$ cat src/rtl/serial_subtractor.sv
// Bit-serial WIDTH-bit subtractor: one full-subtractor cell plus a borrow flop,
// LSB first, with a start/done handshake and results held until the next done.
module serial_subtractor #(
  parameter int WIDTH = 8
) (
  input  logic             clk_in,
  input  logic             rst_in,
  input  logic             start_in,
  input  logic [WIDTH-1:0] a_in,
  input  logic [WIDTH-1:0] b_in,
  output logic             busy_out,
  output logic             done_out,
  output logic [WIDTH-1:0] diff_out,
  output logic             borrow_out,
  output logic             zero_out
);
  typedef enum logic [1:0] {IDLE, SHIFT, DONE} state_t;

  localparam int CW = (WIDTH > 1) ? $clog2(WIDTH) : 1;

  state_t           state;
  logic [WIDTH-1:0] a_sr, b_sr, res, res_next;
  logic [CW-1:0]    cnt;
  logic             bw, a0, b0, d, bw_next;

  // Next result includes the bit produced this cycle, so the DONE-entry edge
  // can load diff_out directly without an extra pipeline stage.
  always_comb begin
    a0       = a_sr[0];
    b0       = b_sr[0];
    d        = a0 ^ b0 ^ bw;
    bw_next  = (~a0 & b0) | (~(a0 ^ b0) & bw);
    res_next = res >> 1;
    res_next[WIDTH-1] = d;
  end

  always_ff @(posedge clk_in or posedge rst_in) begin
    if (rst_in) begin
      state      <= IDLE;
      a_sr       <= '0;
      b_sr       <= '0;
      res        <= '0;
      bw         <= 1'b0;
      cnt        <= '0;
      busy_out   <= 1'b0;
      done_out   <= 1'b0;
      diff_out   <= '0;
      borrow_out <= 1'b0;
      zero_out   <= 1'b1;
    end else begin
      case (state)
        IDLE: begin
          done_out <= 1'b0;
          if (start_in) begin
            a_sr     <= a_in;
            b_sr     <= b_in;
            res      <= '0;
            bw       <= 1'b0;
            cnt      <= '0;
            busy_out <= 1'b1;
            state    <= SHIFT;
          end
        end
        SHIFT: begin
          a_sr <= a_sr >> 1;
          b_sr <= b_sr >> 1;
          res  <= res_next;
          bw   <= bw_next;
          cnt  <= cnt + 1'b1;
          if (cnt == CW'(WIDTH - 1)) begin
            state      <= DONE;
            busy_out   <= 1'b0;
            done_out   <= 1'b1;
            diff_out   <= res_next;
            borrow_out <= bw_next;
            zero_out   <= (res_next == '0);
          end
        end
        DONE: begin
          // Unconditional return guarantees one IDLE cycle between operations.
          done_out <= 1'b0;
          state    <= IDLE;
        end
        default: begin
          done_out <= 1'b0;
          busy_out <= 1'b0;
          state    <= IDLE;
        end
      endcase
    end
  end
endmodule
$ cat config.mk
export PLATFORM = sky130hd
export DESIGN_NAME = serial_subtractor
export DESIGN_NICKNAME = d
export VERILOG_FILES = /design/src/rtl/serial_subtractor.sv
export SDC_FILE = /design/constraint.sdc
export NUM_CORES = 1
export LEC_CHECK = 0
export BUFFER_PORTS_ARGS = -buffer_cell sky130_fd_sc_hd__buf_2
export CAP_MARGIN = 10
export CORE_ASPECT_RATIO = 1.1
export CORE_MARGIN = 2
export CORE_UTILIZATION = 49
export DETAILED_ROUTE_END_ITERATION = 16
export GPL_TIMING_DRIVEN = 0
export PLACE_DENSITY = 0.74
export SYNTH_ARGS = -nofsm -noshare
export SYNTH_HDL_FRONTEND = slang
export SYNTH_SLANG_ARGS = --single-unit
export TNS_END_PERCENT = 20
$ cat constraint.sdc
create_clock -name clk_in -period 1.5 [get_ports clk_in]
set_input_delay 0.3 -clock clk_in [delete_from_list [all_inputs] [get_ports clk_in]]
set_output_delay 0.3 -clock clk_in [all_outputs]
set_load 0.1 [all_outputs]
==> impl_metrics.py <==
metrics = {
    "worst_hold_path": {
        "hold_path.class": "input pin to asynchronous set/reset pin",
    },
    "timing": {
        "period_needed_ns": 1.46,
        "achievable-frequency_mhz": 685,
        "rsz0062_at_grt": "true",
        "postLayoutSetupSlackWorst_ns": 0.0393,
        "report.final.hold_viol_count": 0,
        "post-route-period-util_pct": 97.4,
        "drv_slew": 0,
        "worst_max_slew_pin_slew_ns": 0.863,
        "finalSetupViolCount": 0,
        "finClkSkew_ns": 0.00835,
        "max_slew_margin_pct": 42.4,
    },
    "worst_setup_path": {
        "cp.arrival_ns": 1.70,
        "critical_path.slowest_cell": "dfrtp_1",
        "path_cells": "ha_2 > ha_4 > nand3b_4 > buf_8 > mux2_4",
        "critPathBufInv": 1,
        "crit_family": "flip-flops",
        "criticalPathCategory": "flip-flop to flip-flop",
        "crit_fanout": 10,
        "max_stage_delay_ns": 0.42,
        "critPathCaptureType": "flip-flop",
        "timing.critical_path.from_type": "flip-flop",
        "reg2regPathDepth": 5,
        "timing.critical_path.depth": 5,
        "crit_required_ns": 1.74,
    },
    "die": {
        "io_pins": 31,
        "initial_utilization_pct": 52.2,
        "die_area_um2": 4140,
        "floorplan.rows": 22,
        "core_area_um2": 3410,
        "die-height_um": 67.3,
        "die-width_um": 61.5,
    },
    "grt": {
        "overall_routing_resource_usage_pct": 19.8,
        "grt_pass1_vias": 1323,
        "global_route.overflow_total": 0,
        "pin_count_of_the_biggest_net_entering_global_routing": 42,
        "antenna_found_initial": 0,
        "first_pass_grt_wire_length_um": 5980,
    },
    "detailed_routing": {
        "detail_route.vias_per_cell": 5.42,
        "route.final.wire_length_um": 3490,
        "route.detailed.drc": 0,
        "vias": 1301,
        "postRouteAntennaNets": 0,
        "drt_pre_antenna_iters": 4,
        "drt-initial-drc-count": 47,
        "detail_route.wl_per_cell_um": 14.6,
    },
    "clocking": {
        "cts-htree-levels": 2,
        "cts_root_buffer": "clkbuf_4",
        "number_of_buffers_inserted_during_clock_tree_synthesis": 5,
        "worstSkewPairLatency_ns": 0.35,
        "path_clk_slew_ns": 0.12,
        "clockBufferDepth": 2,
        "tritoncts_clock_tree": "built",
        "cts_sinks": 41,
    },
    "cells_and_area": {
        "insertedDiodeCount": 0,
        "instances_no_fill": 240,
        "sequential_cell_area_um2": 1030,
        "postLayoutCoreUtil_pct": 62.1,
        "nets": 213,
        "drive_above_1_share_pct": 32.3,
        "area_growth_syn_to_layout_pct": 18.8,
        "layout_commonest_cell": "dfrtp_1",
        "multiInputGateArea_um2": 702,
        "most-common-layout-cells": "dfrtp_1, buf_2, nand2_1",
        "fillcell_total": 298,
    },
    "power_and_ir_drop": {
        "p_per_cell_area_nw_per_um2": 2330,
        "leakage_nw": 1.08,
        "max-vdd-ir-drop_uv": 1110,
    },
    "flow_run": {
        "drv_cap": 0,
    },
    "logic_synthesis": {
        "synthesis.instances": 153,
        "synth_seq_area_share_pct": 57.6,
        "synth-warning-count": 0,
        "area_share_of_fa_ha_maj_cells_after_synthesis_pct": 2.53,
        "xor_xnor_share_of_the_synthesized_area_pct": 0,
        "synth_seq_cells": 41,
        "synth-compound-area-share_pct": 16.9,
        "synth_simple_gate_area_share_pct": 12.5,
        "synth_mux_area_share_pct": 6.11,
        "synthesis.area_um2": 1780,
        "main_combinational_cell_family_by_area_after_synthesis": "compound AO/OA/AOI/OAI gates",
        "post_synth_num_cell_types": 24,
        "syn_nets": 175,
        "syn_area_per_cell_um2": 11.7,
    },
    "status": {
        "result_of_the_run": "complete, no violations",
    },
    "place": {
        "inst_count_dp": 231,
        "setup_slack_after_placement_ns": -0.108,
        "port_buffers": 30,
        "gp_congestion": 0.751,
        "detailedPlacementHpwl_um": 2430,
    },
}
sequential cells by signal, summed over array words and instances (netlist names):
name,count
busy_out,1
borrow_out,1
zero_out,1
diff_out,8
state,2
cnt,3
b_sr,8
res,7
a_sr,8
bw,1
done_out,1
power by group:
part / internal, W / switching (W)
clock network: 0.000272 / 0.000351
registers: 0.00155 / 0.000308
logic: 0.000811 / 0.00165
total: 0.00264 / 0.00231
Yosys cell counts:
| cell | instances | area [um2] |
|---|---|---|
| mux2_4 | 5 | 75.1 |
| nand2_1 | 19 | 71.3 |
| and3b_1 | 10 | 87.6 |
| nand3b_2 | 1 | 11.3 |
| o22ai_1 | 1 | 6.26 |
| buf_2 | 5 | 25.0 |
| inv_1 | 6 | 22.5 |
| fa_1 | 1 | 20.0 |
| a22oi_1 | 4 | 30.0 |
| mux2_2 | 3 | 33.8 |
| nor2b_4 | 1 | 13.8 |
| nand2b_1 | 1 | 6.26 |
| nor2b_1 | 2 | 12.5 |
| a21oi_1 | 12 | 60.1 |
| o21bai_4 | 1 | 18.8 |
| o21ai_0 | 18 | 90.1 |
| buf_4 | 3 | 22.5 |
| clkbuf_1 | 2 | 7.51 |
| ha_1 | 2 | 25.0 |
| dfrtp_1 | 40 | 1000 |
| dfstp_2 | 1 | 26.3 |
| nor2_1 | 2 | 7.51 |
| a22o_1 | 11 | 96.3 |
| nor4_1 | 2 | 12.5 |
per-stage QoR:
| stage | setup TNS, ns | hold WS, ns | instance area (um2) | total power [W] |
|---|---|---|---|---|
| detailed placement | -0.504 | 0.474 | 2000 | 0.00423 |
| global route | -0.0343 | 0.150 | 2120 | 0.00527 |
| floorplan | 0 | 0.433 | 1790 | 0.00375 |
| CTS | 0 | 0.127 | 2100 | 0.00491 |
| finish | 0 | 0.115 | 2120 | 0.00494 |
| global placement | -7.85 | 0.462 | 2000 | 0.00413 |
cells by family (layout without fill, tap and decap cells):
| logic type | count (synthesis) | count (layout) |
|---|---|---|
| AO/OA/AOI/OAI | 47 | 47 |
| adder cells (fa/ha/maj) | 3 | 3 |
| buffers and inverters | 16 | 55 |
| flip-flops | 41 | 41 |
| multiplexers | 8 | 8 |
| AND/OR/NAND/NOR | 38 | 38 |
metal layers:
| metal | global-route usage [%] | routed length, um |
|---|---|---|
| met5 | 0 | 0 |
| met2 | 33.6 | 1780 |
| met4 | 6.65 | 58 |
| met1 | 23.7 | 1490 |
| met3 | 6.13 | 162 |
repair_timing:
item | CTS | global route
buffers inserted | 0 | 1
gates resized for setup | 7 | 5
hold buffers | 0 | 0
endpoints found under the setup margin | 8 | 8
pin swaps | 1 | 3
cell type report:
| class | instances | area share [%] |
|---|---|---|
| plain buffers | 10 | 2.95 |
| clock buffers | 7 | 3.07 |
| clock inverters | 1 | 0.236 |
| inverters | 6 | 1.06 |
| multi-input cells | 96 | 33.1 |
| flip-flops and latches | 41 | 48.5 |
| well taps | 48 | 2.84 |
| repair buffers | 31 | 8.21 |
worst paths after layout:
kind	start	endpoint	slack, ns
hold reg to reg	zero_out$_DFFE_PP1P_	zero_out$_DFFE_PP1P_	0.48
max in group asynchronous	rst_in	b_sr[3]$_DFFE_PP0P_	0.84
setup reg to reg	cnt[0]$_DFFE_PP0P_	diff_out[5]$_DFFE_PP0P_	0.04
setup / recovery	cnt[0]$_DFFE_PP0P_	diff_out[5]$_DFFE_PP0P_	0.04
hold / removal	rst_in	diff_out[3]$_DFFE_PP0P_	0.11
min in group clk_in	b_in[7]	b_sr[7]$_DFFE_PP0P_	0.17
No activity file was read; power rests on OpenSTA's default activity.
